**src/rtl/fp16_raddsub_issue_if.sv**
```systemverilog
// Issue/return bundle between an operand producer, the issue stage and the
// external pipelined FP16 adder, plus the result stream towards the consumer.
interface fp16_raddsub_issue_if;
  logic        in_valid;
  logic        in_ready;
  logic [15:0] in_x;
  logic [15:0] in_y;
  logic        in_is_sub;
  logic [15:0] add_arg_0;
  logic [15:0] add_arg_1;
  logic        add_arg_2;
  logic [15:0] add_ret;
  logic        out_valid;
  logic        out_ready;
  logic [15:0] out_data;
  logic        busy;

  modport master (
    output in_valid, in_x, in_y, in_is_sub, add_ret, out_ready,
    input  in_ready, add_arg_0, add_arg_1, add_arg_2, out_valid, out_data, busy
  );

  modport slave (
    input  in_valid, in_x, in_y, in_is_sub, add_ret, out_ready,
    output in_ready, add_arg_0, add_arg_1, add_arg_2, out_valid, out_data, busy
  );
endinterface

```
**src/rtl/fp16_raddsub_issue.sv**
```systemverilog
// Issue stage for an external LATENCY-deep FP16 add/sub pipe with an in-order result buffer.
// Optional FP16_RADDSUB_ISSUE_FTZ_EN: subnormal operands are flushed to signed zero on issue.
module fp16_raddsub_issue #(
  parameter int LATENCY    = 5,
  parameter int FIFO_DEPTH = 8
) (
  input logic                 clk,
  input logic                 rst,
  fp16_raddsub_issue_if.slave bus
);
  localparam int PTR_W = $clog2(FIFO_DEPTH);
  localparam int CNT_W = PTR_W + 1;

  typedef logic [PTR_W-1:0] ptr_t;
  typedef logic [CNT_W-1:0] cnt_t;
  typedef logic [CNT_W:0]   sum_t;

  localparam ptr_t PTR_ONE   = ptr_t'(1'b1);
  localparam ptr_t PTR_ZERO  = ptr_t'(1'b0);
  localparam cnt_t CNT_ONE   = cnt_t'(1'b1);
  localparam cnt_t CNT_ZERO  = cnt_t'(1'b0);
  localparam sum_t DEPTH_SUM = sum_t'(FIFO_DEPTH);

  function automatic logic [15:0] flush_subnormal(input logic [15:0] op);
`ifdef FP16_RADDSUB_ISSUE_FTZ_EN
    if (op[14:10] == 5'd0) begin
      return {op[15], 15'd0};
    end else begin
      return op;
    end
`else
    return op;
`endif
  endfunction

  logic [15:0]         arg_x_r;
  logic [15:0]         arg_y_r;
  logic                arg_sub_r;
  logic [LATENCY-1:0]  vld_sr_r;
  logic [LATENCY-1:0]  vld_sr_nxt_s;
  cnt_t                inflight_r;
  cnt_t                inflight_nxt_s;
  cnt_t                count_r;
  cnt_t                count_nxt_s;
  ptr_t                wr_ptr_r;
  ptr_t                wr_ptr_nxt_s;
  ptr_t                rd_ptr_r;
  ptr_t                rd_ptr_nxt_s;
  logic [15:0]         fifo_mem_r [FIFO_DEPTH];
  logic [15:0]         head_nxt_s;
  logic                in_ready_r;
  logic                out_valid_r;
  logic [15:0]         out_data_r;
  logic                busy_r;
  logic                fire_s;
  logic                push_s;
  logic                pop_s;

  assign fire_s = bus.in_valid && in_ready_r;
  assign push_s = vld_sr_r[LATENCY-1];
  assign pop_s  = out_valid_r && bus.out_ready;

  // Valid pipe next state: a fire enters at bit 0 and leaves LATENCY edges later.
  always_comb begin
    vld_sr_nxt_s    = vld_sr_r;
    vld_sr_nxt_s[0] = fire_s;
    for (int i = 1; i < LATENCY; i++) begin
      vld_sr_nxt_s[i] = vld_sr_r[i-1];
    end
  end

  // Occupancy, pointers and the head entry as they will be after this edge.
  always_comb begin
    inflight_nxt_s = inflight_r;
    count_nxt_s    = count_r;
    wr_ptr_nxt_s   = wr_ptr_r;
    rd_ptr_nxt_s   = rd_ptr_r;
    head_nxt_s     = fifo_mem_r[rd_ptr_r];

    if (fire_s && !push_s) begin
      inflight_nxt_s = inflight_r + CNT_ONE;
    end else if (!fire_s && push_s) begin
      inflight_nxt_s = inflight_r - CNT_ONE;
    end else begin
      inflight_nxt_s = inflight_r;
    end

    if (push_s && !pop_s) begin
      count_nxt_s = count_r + CNT_ONE;
    end else if (!push_s && pop_s) begin
      count_nxt_s = count_r - CNT_ONE;
    end else begin
      count_nxt_s = count_r;
    end

    if (push_s) begin
      wr_ptr_nxt_s = wr_ptr_r + PTR_ONE;
    end else begin
      wr_ptr_nxt_s = wr_ptr_r;
    end

    if (pop_s) begin
      rd_ptr_nxt_s = rd_ptr_r + PTR_ONE;
    end else begin
      rd_ptr_nxt_s = rd_ptr_r;
    end

    // A push landing on the new head slot is not in the array yet; bypass it.
    if (push_s && (wr_ptr_r == rd_ptr_nxt_s)) begin
      head_nxt_s = bus.add_ret;
    end else begin
      head_nxt_s = fifo_mem_r[rd_ptr_nxt_s];
    end
  end

  // Operand registers feeding adder stage 0; they only move on a fire.
  always_ff @(posedge clk or negedge rst) begin
    if (!rst) begin
      arg_x_r   <= 16'd0;
      arg_y_r   <= 16'd0;
      arg_sub_r <= 1'b0;
    end else if (fire_s) begin
      arg_x_r   <= flush_subnormal(bus.in_x);
      arg_y_r   <= flush_subnormal(bus.in_y);
      arg_sub_r <= bus.in_is_sub;
    end
  end

  // Tracking state, result buffer and the registered status outputs.
  always_ff @(posedge clk or negedge rst) begin
    if (!rst) begin
      vld_sr_r    <= '0;
      inflight_r  <= CNT_ZERO;
      count_r     <= CNT_ZERO;
      wr_ptr_r    <= PTR_ZERO;
      rd_ptr_r    <= PTR_ZERO;
      in_ready_r  <= 1'b0;
      out_valid_r <= 1'b0;
      out_data_r  <= 16'd0;
      busy_r      <= 1'b0;
      for (int i = 0; i < FIFO_DEPTH; i++) begin
        fifo_mem_r[i] <= 16'd0;
      end
    end else begin
      vld_sr_r    <= vld_sr_nxt_s;
      inflight_r  <= inflight_nxt_s;
      count_r     <= count_nxt_s;
      wr_ptr_r    <= wr_ptr_nxt_s;
      rd_ptr_r    <= rd_ptr_nxt_s;
      // Credit check counts in-flight pairs so every issued pair has a slot waiting.
      in_ready_r  <= (sum_t'(inflight_nxt_s) + sum_t'(count_nxt_s)) < DEPTH_SUM;
      out_valid_r <= (count_nxt_s != CNT_ZERO);
      out_data_r  <= head_nxt_s;
      busy_r      <= (inflight_nxt_s != CNT_ZERO) || (count_nxt_s != CNT_ZERO);
      if (push_s) begin
        fifo_mem_r[wr_ptr_r] <= bus.add_ret;
      end
    end
  end

  assign bus.in_ready  = in_ready_r;
  assign bus.add_arg_0 = arg_x_r;
  assign bus.add_arg_1 = arg_y_r;
  assign bus.add_arg_2 = arg_sub_r;
  assign bus.out_valid = out_valid_r;
  assign bus.out_data  = out_data_r;
  assign bus.busy      = busy_r;
endmodule

```
**src/flat_wrapper.sv**
```systemverilog
// flat-port wrapper written by rule: the top's interface ports become plain ports
module fp16_raddsub_issue_flat 
#(
  parameter int LATENCY    = 5,
  parameter int FIFO_DEPTH = 8
)
  (clk, rst, bus_in_valid, bus_in_x, bus_in_y, bus_in_is_sub, bus_add_ret, bus_out_ready, bus_in_ready, bus_add_arg_0, bus_add_arg_1, bus_add_arg_2, bus_out_valid, bus_out_data, bus_busy);
  fp16_raddsub_issue_if bus_i ();
  input logic clk;
  input logic rst;
  input wire logic [$bits(bus_i.in_valid)-1:0] bus_in_valid;
  input wire logic [$bits(bus_i.in_x)-1:0] bus_in_x;
  input wire logic [$bits(bus_i.in_y)-1:0] bus_in_y;
  input wire logic [$bits(bus_i.in_is_sub)-1:0] bus_in_is_sub;
  input wire logic [$bits(bus_i.add_ret)-1:0] bus_add_ret;
  input wire logic [$bits(bus_i.out_ready)-1:0] bus_out_ready;
  output wire logic [$bits(bus_i.in_ready)-1:0] bus_in_ready;
  output wire logic [$bits(bus_i.add_arg_0)-1:0] bus_add_arg_0;
  output wire logic [$bits(bus_i.add_arg_1)-1:0] bus_add_arg_1;
  output wire logic [$bits(bus_i.add_arg_2)-1:0] bus_add_arg_2;
  output wire logic [$bits(bus_i.out_valid)-1:0] bus_out_valid;
  output wire logic [$bits(bus_i.out_data)-1:0] bus_out_data;
  output wire logic [$bits(bus_i.busy)-1:0] bus_busy;
  assign bus_i.in_valid = bus_in_valid;
  assign bus_i.in_x = bus_in_x;
  assign bus_i.in_y = bus_in_y;
  assign bus_i.in_is_sub = bus_in_is_sub;
  assign bus_i.add_ret = bus_add_ret;
  assign bus_i.out_ready = bus_out_ready;
  assign bus_in_ready = bus_i.in_ready;
  assign bus_add_arg_0 = bus_i.add_arg_0;
  assign bus_add_arg_1 = bus_i.add_arg_1;
  assign bus_add_arg_2 = bus_i.add_arg_2;
  assign bus_out_valid = bus_i.out_valid;
  assign bus_out_data = bus_i.out_data;
  assign bus_busy = bus_i.busy;
  fp16_raddsub_issue #(.LATENCY(LATENCY), .FIFO_DEPTH(FIFO_DEPTH)) u_core (.clk(clk), .rst(rst), .bus(bus_i));
endmodule
```
**config.mk**
```make
export PLATFORM = sky130hd
export DESIGN_NAME = fp16_raddsub_issue_flat
export DESIGN_NICKNAME = d
export VERILOG_FILES = /design/src/rtl/fp16_raddsub_issue_if.sv /design/src/rtl/fp16_raddsub_issue.sv /design/src/flat_wrapper.sv
export SDC_FILE = /design/constraint.sdc
export NUM_CORES = 1
export LEC_CHECK = 0
export ABC_AREA = 1
export CORE_ASPECT_RATIO = 0.6
export CORE_MARGIN = 8
export CORE_UTILIZATION = 60
export CTS_CLUSTER_SIZE = 40
export DETAILED_ROUTE_END_ITERATION = 8
export DONT_BUFFER_PORTS = 1
export PLACE_DENSITY = 0.88
export REMOVE_ABC_BUFFERS = 1
export SETUP_SLACK_MARGIN = 0.2
export SYNTH_ARGS = -nofsm -noshare
export SYNTH_HDL_FRONTEND = slang
export SYNTH_SLANG_ARGS = --single-unit
```
**constraint.sdc**
```tcl
create_clock -name clk -period 2.4 [get_ports clk]
set_input_delay 0.24 -clock clk [delete_from_list [all_inputs] [get_ports clk]]
set_output_delay 0.24 -clock clk [all_outputs]
set_load 0.03 [all_outputs]
```
* Yosys cells after proc, flatten, opt, wreduce, memory -nomap -nowiden *
Index checks and enable logic that the tools add are counted.

operators by class
  equal/unequal tests = 1
  bitwise logic cells = 2
  mux-type cells = 12
  order comparisons = 4
  $add $sub $neg = 7
  reduce and logical (&&, ||, !) cells = 14

operators with widths
  cell                                                                           count
  128-bit bitwise mux                                                            1
  16-bit two-way mux                                                             4
  16-bit binary-select mux with 3-bit select                                     1
  16-bit demux with 3-bit select                                                 1
  4-bit two-way mux                                                              4
  4-bit by 1-bit adder with 4-bit output (second input constant)                 2
  4-bit >= comparator (second input constant)                                    2
  1-bit logical AND                                                              8
  3-bit inverter with 4-bit output                                               2
  4-bit nonzero test                                                             2
  4-bit by 1-bit subtractor with 4-bit output (second input constant)            2
  3-bit by 1-bit adder with 3-bit output (second input constant)                 2
  4-bit by 4-bit adder with 5-bit output                                         1
  5-bit by 4-bit less-than comparator with 1-bit output (second input constant)  1
  4-bit by 1-bit less-than comparator with 1-bit output (second input constant)  1
  3-bit equality test                                                            1
  1-bit logical NOT                                                              3
  3-bit two-way mux                                                              1
  1-bit logical OR                                                               1

storage, ports and cells
  word-level logic and storage cells = 60
  register bits after elaboration = 199
  bits of input ports = 53
  output and inout port bits = 52

* Logic depth before layout (Yosys ltp) *
Gate-level depths: netlist of the first run.

  depth after elaboration = 7
  depth in mapped cells = 15
  gate-level depth less buffers = 14

* Least setup slack after synthesis of the first run *
OpenSTA, ideal clock, no wires.

  path type = register to register
  start = reg u_core.out_valid_r, in the netlist u_core.bus.out_valid
  end = reg u_core.in_ready_r, in the netlist u_core.bus.in_ready
  cell stages (with the launch flop) = 11
  arrival time = 1.880 ns
  data required time = 2.329 ns
  slack = 0.448 ns
  period minus slack after synthesis = 1.952 ns
  path buffers = 0
  setup time = 0.071 ns
  cell sequence = dfrtp_1 nand2_2 nand2_1 or2_2 o211ai_1 nand2_1 inv_1 ha_1 a21oi_1 nand2_1 nor2_1

between the ends
  word-level cells in the longest chain between the ends = 6
  elaborated cells on any way between the ends = 8
  classes of those cells = add/sub: 1; order compare: 1; mux: 2; reduce/logical: 4

ends and longest elaborated chain
  what                                                     RTL line                                            RTL
  from (decl)                                              fp16_raddsub_issue.sv:52                            logic out_valid_r;
  from (signal assigned)                                   fp16_raddsub_issue.sv:152                           out_valid_r <= (count_nxt_s != CNT_ZERO);
  1-bit logical AND *                                      fp16_raddsub_issue.sv:61                            assign pop_s = out_valid_r && bus.out_ready;
  1-bit logical AND or 1-bit logical NOT (tied branches)   fp16_raddsub_issue.sv:90, fp16_raddsub_issue.sv:88
  4-bit two-way mux or 1-bit logical AND (tied branches)   fp16_raddsub_issue.sv:90, fp16_raddsub_issue.sv:88
  4-bit two-way mux *                                      fp16_raddsub_issue.sv:88                            if (push_s && !pop_s) begin
  named net u_core.count_nxt_s[3]                          fp16_raddsub_issue.sv:44                            cnt_t count_nxt_s;
  4-bit by 4-bit adder with 5-bit output *                 fp16_raddsub_issue.sv:151                           in_ready_r <= (sum_t'(inflight_nxt_s) + sum_t'(count_nxt_s)) < DEPTH_SUM;
  5-bit by 4-bit less-than comparator with 1-bit output *  fp16_raddsub_issue.sv:151
  to (signal assigned)                                     fp16_raddsub_issue.sv:151
  to (decl)                                                fp16_raddsub_issue.sv:51                            logic in_ready_r;

The timed path passes the listed nets; every way through them passes the cells marked *.
A chain may end at the register's enable or synchronous reset.

* Worst setup path in the final report of the first run *
  start = reg u_core.inflight_r[0]
  end = reg u_core.in_ready_r, in the netlist u_core.bus.in_ready

between the ends
  word-level cells in the longest chain between the ends = 5
  elaborated cells on any way between the ends = 6
  classes of those cells = add/sub: 3; order compare: 1; mux: 2

ends and longest elaborated chain
  what                                                     RTL line                   RTL
  from (decl)                                              fp16_raddsub_issue.sv:41   cnt_t inflight_r;
  from (signal assigned)                                   fp16_raddsub_issue.sv:146  inflight_r <= inflight_nxt_s;
  4-bit by 1-bit subtractor with 4-bit output              fp16_raddsub_issue.sv:83   inflight_nxt_s = inflight_r - CNT_ONE;
  4-bit two-way mux                                        fp16_raddsub_issue.sv:82   end else if (!fire_s && push_s) begin
  4-bit two-way mux *                                      fp16_raddsub_issue.sv:80   if (fire_s && !push_s) begin
  named net u_core.inflight_nxt_s[1]                       fp16_raddsub_issue.sv:42   cnt_t inflight_nxt_s;
  4-bit by 4-bit adder with 5-bit output *                 fp16_raddsub_issue.sv:151
  5-bit by 4-bit less-than comparator with 1-bit output *  fp16_raddsub_issue.sv:151

Marked as above.

==> impl_metrics.json, run 1 <==
{
  "required_ps": 2730,
  "synth.distinct_cells": 30,
  "overflow": 0,
  "hold_slack_ps": -495,
  "cts_tree": "built",
  "grt_pass1_vias": 7414,
  "layout_common_cells": "nand2_1, dfrtp_1, o21ai_0",
  "hold_viol": 199,
  "combinationalPowerShare_pct": 37.0,
  "die_h_um": 111,
  "crit_top_cell": "nand2_1",
  "grt_start_max_net_pins": 200,
  "min_path_type": "in -> async",
  "slew_viol_final": 0,
  "yosysTopAreaCellShare_pct": 55.8,
  "p_clk_share_pct": 18.8,
  "path_depth": 12,
  "fill_cells": 1096,
  "status": "complete, but fails checks",
  "rsz0062_at_grt": "yes",
  "path_clk_slew_ps": 70,
  "p_leak_nw": 5.30,
  "ctsHoldBuffers": 49,
  "worstMarginPinSlew_ps": 668,
  "finalCritPeriodShare_pct": 87.0,
  "synth_warnings": 0,
  "ir_drop_mv": 0.785,
  "clkSinkCount": 199,
  "r2r-start": "u_core.inflight_r[0]",
  "dieWidth_um": 173,
  "final.setup_skew_ps": 11.8,
  "clock_path_buffers": 2,
  "cp-start-kind": "register",
  "critical_path_class": "reg -> reg",
  "drive_gt1_share_pct": 6.49,
  "port_buffers": 0,
  "drt-pass1-iter-count": 7,
  "die-area_mm2": 0.0192,
  "powerDensity_mw_per_mm2": 1460,
  "setup-violations-final": 0,
  "switching_share_pct": 44.1,
  "vias": 7472,
  "cts_buffers": 17,
  "p_int_mw": 8.33,
  "p_seq_share_pct": 44.2,
  "drt_iter0_markers": 938,
  "cts_htree_levels": 4,
  "final_common_cell": "nand2_1",
  "place_congestion": 0.811,
  "grt.total_usage_pct": 24.0,
  "drc": 0,
  "fmax_ghz": 0.479,
  "yosysTopAreaCell": "dfrtp_1",
  "crit_path_end_kind": "register",
  "crit_chain": "inv_1, ha_1, inv_1, o21ai_0, o21ai_0, ha_1, nand2_1, nand3b_1, nand2_1, nand2_1, nand2_1, nor2_1",
  "wire_per_inst_um": 17.1,
  "num_rows": 34,
  "routed_wl_um": 22900,
  "clk_latency_ps": 430,
  "avgSynthCellArea_um2": 8.18,
  "critPathSlowestCell": "dfrtp_1",
  "grt_pass1_wl_um": 37600,
  "crit_arrival_ps": 2410,
  "synthCells": 1092,
  "initial_core_util_pct": 61.6,
  "diodes": 0,
  "cap_violations": 0,
  "syn_area_mm2": 0.00893,
  "core_mm2": 0.0145,
  "violations": "hold timing",
  "cts_root_buffer": "clkbuf_16",
  "p_switching_mw": 6.56,
  "cpLargestDelayFamily": "adder cells",
  "ys.flop_type": "dfrtp_1",
  "async_flop_share_pct": 100,
  "layout.nets": 1191,
  "final_util_pct": 70.2,
  "finalWorstSetupSlack_ps": 313,
  "via_per_inst": 5.58,
  "cp_slowest_stage_delay_ps": 430,
  "yosys_register_bits": 199,
  "synth_edf_count": 0,
  "relSlewSlack_pct": 55.4,
  "critPathBufInv": 2,
  "reg2reg_to": "u_core.bus.in_ready",
  "hpwl_um": 13200,
  "r2r_setup_slack_ps": 310,
  "ys_seq_area_share_pct": 55.8,
  "crit_fanout": 4,
  "reg2regPathDepth": 12,
  "finalCriticalPeriod_ps": 2090,
  "dp_slack_ps": 253,
  "io_pins": 105,
  "grt_antenna_before_repair": 0,
  "areaGrowthSynthToFinish_pct": 14.1,
  "synth_area_leaders": "dfrtp_1, nand2_1, o21ai_0, nand3_1, inv_1",
  "ant_nets": 0
}
==> through the flow <==
step	total power, mW	hold slack (ps)	setup TNS, ps	area (µm²)	cells
CTS	14.8	-507	0	10200	1337
finish	14.9	-495	0	10200	1339
detailed placement	11.9	-45.4	0	9100	1257
global placement	11.6	-43.5	0	9100	1257
floorplan	10.3	-55.6	-2750	8690	1037
global route	16.0	-518	0	10200	1339
==> power by group through the flow <==
stage	clock [mW]	combinational, mW	sequential, mW
detailed placement	0	5.28	6.59
global placement	0	5.01	6.56
finish	2.80	5.51	6.58
floorplan	0	3.95	6.36
global route	2.96	6.32	6.74
CTS	2.84	5.40	6.56
==> metal layers <==
metal	share of wire, %	vias to the layer above	GRT usage, %
met5	0	-	0
met1	43	3564	32.5
li1	-	3551	-
met4	1.4	0	6.41
met3	9.8	37	7.55
met2	46	320	36.8
==> worst max-delay path by stage <==
stage	end	start	slack, ps
after global placement	u_core.bus.out_data[13]	u_core.rd_ptr_r[0]	350
after CTS	u_core.bus.out_data[1]	u_core.rd_ptr_r[0]	240
after floorplan	u_core.bus.out_data[14]	u_core.bus.out_valid	-180
final	u_core.bus.in_ready	u_core.inflight_r[0]	310
after detailed placement	u_core.bus.out_data[10]	u_core.rd_ptr_r[0]	250
after global routing	u_core.bus.in_ready	u_core.inflight_r[0]	80
==> area by class of cell <==
type / count / area (µm²) / area share (%)
Tap cell: 198 / 248 / 2.43
Clock buffer: 18 / 429 / 4.21
Sequential cell: 199 / 4980 / 48.9
Multi-Input combinational cell: 760 / 3420 / 33.6
Inverter: 78 / 295 / 2.90
Timing Repair Buffer: 73 / 671 / 6.58
Clock inverter: 13 / 143 / 1.40
==> cells in the mapped netlist (5+ instances only) <==
library cell	count
buf_2	18
clkbuf_1	33
dfrtp_1	199
ha_1	9
inv_1	73
nand2_1	464
nand2_2	5
nand3_1	85
nor2_1	10
o211ai_1	19
o21ai_0	142
o21ai_1	6
==> repair_timing <==
action	in CTS	in global routing
setup endpoints to repair	0	17
gates resized for setup	0	1
hold endpoints to repair	263	199
buffers inserted	0	2
==> worst reg2reg max path: cells and delay by family (launching register included) <==
kind,cells,cell delay [ps]
fa+ha+maj,2,630
compound gates,2,350
flops,1,430
buf+inv,2,150
simple gates,6,450
==> kinds of logic (layout without fill, tap and decap cells) <==
family | count (synthesis) | after routing | synth area share [%]
simple gates | 574 | 574 | 26.2
buf+inv | 133 | 182 | 6.04
compound gates | 173 | 173 | 10.4
flops | 199 | 199 | 55.8
xor+xnor | 4 | 4 | 0.392
fa+ha+maj | 9 | 9 | 1.26
==> state kept, by name (all words and copies together) (netlist names) <==
name                  flops
u_core.wr_ptr_r           3
u_core.fifo_mem_r       128
u_core.bus.busy           1
u_core.vld_sr_r           5
u_core.count_r            4
u_core.bus.add_arg_2      1
u_core.bus.out_valid      1
u_core.bus.add_arg_0     16
u_core.inflight_r         4
u_core.bus.out_data      16
u_core.bus.add_arg_1     16
u_core.bus.in_ready       1
u_core.rd_ptr_r           3
No activity file was read; power rests on OpenSTA's default activity.
==> run 2: changes to the inputs <==
- ABC_AREA: 1 -> 0
- CAP_MARGIN: unset -> 5
- CTS_CLUSTER_DIAMETER: unset -> 30
==> run 2 against run 1 <==
Net effect: the flow still finishes with violations (hold timing); critical path type unchanged; critical endpoint unchanged; sequential power increased by 9.1%; highest routed layer unchanged; total power rose by 23%; first-iteration DRC count is 14% higher; count of clock-buffer cells in the layout fell by 1; core utilization up 0.50 points; sequential cell count unchanged; critical path depth shrank 4; routed wire length rose by 17%; cell count shrank 17%; combinational power up 46%; synthesized cell count is 23% lower.
==> impl_metrics.json, run 2 <==
{
  "status": "complete, but fails checks",
  "violations": "hold timing",
  "worstSetupStartpoint": "u_core.inflight_r[1]",
  "finalWorstSetupSlack_ps": 173,
  "grt_pass1_wl_um": 41900,
  "final.setup_skew_ps": 16.0,
  "critPathBufInv": 1,
  "avgSynthCellArea_um2": 11.7,
  "ys.flop_type": "dfrtp_1",
  "synth.distinct_cells": 51,
  "cts_tree": "built",
  "core_mm2": 0.0162,
  "initial_core_util_pct": 60.9,
  "drt-pass1-iter-count": 6,
  "synth_warnings": 0,
  "grt_start_max_net_pins": 200,
  "crit_arrival_ps": 2570,
  "cts_buffers": 17,
  "cts_root_buffer": "clkbuf_16",
  "cts_htree_levels": 4,
  "synthCells": 842,
  "required_ps": 2740,
  "num_rows": 36,
  "place_inst": 1021,
  "reg2regPathDepth": 8,
  "wire_per_inst_um": 24.1,
  "place_congestion": 0.822,
  "cap_violations": 0,
  "overflow": 0,
  "powerDensity_mw_per_mm2": 1590,
  "crit_fanout": 3,
  "drc": 0,
  "critPathSlowestCell": "dfrtp_1",
  "ys_seq_area_share_pct": 50.5,
  "r2r_setup_slack_ps": 170,
  "ctsHoldBuffers": 50,
  "via_per_inst": 6.88,
  "cp_slowest_stage_delay_ps": 390,
  "worstMarginPinSlew_ps": 494,
  "netlist_top_cells_count": "dfrtp_1, mux2_2, nor2_1, nor3_1, o211ai_1",
  "yosysTopAreaCell": "dfrtp_1",
  "cp-start-kind": "register",
  "yosysMostFrequentCell": "dfrtp_1",
  "setup.worst_path.end": "u_core.bus.in_ready",
  "crit_top_cell": "ha_1",
  "synth_edf_count": 0,
  "die-area_mm2": 0.0209,
  "grt_pass1_vias": 7628,
  "io_pins": 105,
  "ir_drop_mv": 1.09,
  "min_path_type": "in -> async",
  "crit_path_end_kind": "register",
  "drt_iter0_markers": 1074,
  "stdcell_count": 1108,
  "routed_wl_um": 26700,
  "clock_path_buffers": 2,
  "p_leak_nw": 4.67,
  "relSlewSlack_pct": 67.1,
  "finalCritPeriodShare_pct": 92.8,
  "crit_chain": "inv_1, ha_1, and3_1, a211oi_2, a21oi_2, ha_1, a31o_2, a2111oi_2",
  "drive_gt1_share_pct": 29.1,
  "reg2reg_to": "u_core.bus.in_ready",
  "grt.total_usage_pct": 25.4,
  "critical_path_class": "reg -> reg",
  "path_depth": 8,
  "async_flop_share_pct": 100,
  "largest_register_ffs": 128,
  "areaGrowthSynthToFinish_pct": 16.0,
  "synth_area_leaders": "dfrtp_1, mux2_2, o211ai_1, nor3_1, nand4b_1",
  "fmax_ghz": 0.449,
  "grt_antenna_before_repair": 1,
  "rsz0062_at_grt": "yes",
  "r2r-start": "u_core.inflight_r[1]",
  "dp_slack_ps": 158,
  "final_common_cell": "dfrtp_1",
  "dieWidth_um": 181,
  "hold_viol": 199,
  "clk_latency_ps": 440,
  "slew_viol_final": 0,
  "syn_area_mm2": 0.00985,
  "die_h_um": 115,
  "fin_area_mm2": 0.0114,
  "clkSinkCount": 199,
  "setup_tns_ps": 0,
  "finalCriticalPeriod_ps": 2230,
  "layout_common_cells": "dfrtp_1, mux2_2, nor2_1",
  "cpLargestDelayFamily": "compound AO/OA/AOI/OAI gates",
  "path_clk_slew_ps": 80,
  "hpwl_um": 15000,
  "hold_slack_ps": -505,
  "vias": 7627,
  "port_buffers": 0,
  "yosysTopAreaCellShare_pct": 50.5,
  "placed_area_mm2": 0.0102,
  "yosys_register_bits": 199,
  "top_register": "u_core.fifo_mem_r",
  "setup-violations-final": 0,
  "ant_nets": 0,
  "layout.nets": 947
}
==> run 2: cell families (layout without fill, tap and decap cells) <==
| family | count (synthesis) | after routing | share of synthesized area (%) |
|---|---|---|---|
| XOR/XNOR | 14 | 14 | 1.60 |
| AND/OR/NAND/NOR | 209 | 209 | 11.5 |
| adder cells (fa/ha/maj) | 9 | 9 | 1.14 |
| buffers and inverters | 82 | 138 | 3.67 |
| AO/OA/AOI/OAI | 170 | 170 | 13.4 |
| flip-flops | 199 | 199 | 50.5 |
| multiplexers | 159 | 159 | 18.2 |
| other | 0 | 1 | 0 |
==> run 2: worst register-to-register path, stage by stage, from the launching register on <==
cell       delay [ps]
dfrtp_1           390
inv_1              60
ha_1              290
and3_1            210
a211oi_2          260
a21oi_2            90
ha_1              280
a31o_2            210
a2111oi_2         340
==> run 2: timing repair <==
action | in CTS | in global routing
gates cloned | 0 | 1
endpoints found under the setup margin | 1 | 15
resized for setup | 1 | 15
endpoints found under the hold margin | 372 | 199
buffers inserted | 3 | 0
==> run 2: worst min path at each step <==
stage,slack [ps],endpoint,depth (start not counted)
2_1_floorplan,-60,u_core.bus.add_arg_0[0],0
3_3_place_gp,-50,u_core.fifo_mem_r[115],0
3_5_place_dp,-50,u_core.bus.out_data[3],0
4_1_cts,-520,u_core.vld_sr_r[4],0
5_1_grt,-530,u_core.bus.add_arg_0[10],0
6_report,-500,u_core.bus.out_data[3],0
==> run 2: metrics by stage <==
step | power [mW] | utilization, % | hold WS, ps
global route | 19.2 | 70.7 | -534
detailed placement | 14.5 | 63.0 | -49.9
finish | 18.2 | 70.7 | -505
CTS | 17.7 | 70.2 | -523
global placement | 14.1 | 63.0 | -49.9
floorplan | 12.2 | - | -55.6
==> run 2: layer usage <==
metal	GRT usage, %	vias up	wire length (µm)
li1	-	3290	-
met1	34.2	3858	11100
met2	39.9	421	12700
met3	5.74	58	2260
met4	9.57	0	625
met5	0	-	0
==> run 2: final cells by class <==
class / instances / area (µm²)
Fill cell: 1051 / 4740
Clock inverter: 15 / 204
Timing Repair Buffer: 95 / 933
Sequential cell: 199 / 4980
Multi-Input combinational cell: 561 / 4580
Clock buffer: 17 / 425
Inverter: 11 / 41.3
Antenna cell: 1 / 2.50
Tap cell: 209 / 262
==> run 2: power breakdown <==
| group | total [mW] | internal [mW] | switching (mW) | leakage, nW |
|---|---|---|---|---|
| registers | 7.18 | 5.04 | 2.14 | 2.39 |
| clock network | 3.02 | 1.52 | 1.50 | 0.301 |
| logic | 8.04 | 3.81 | 4.23 | 1.99 |
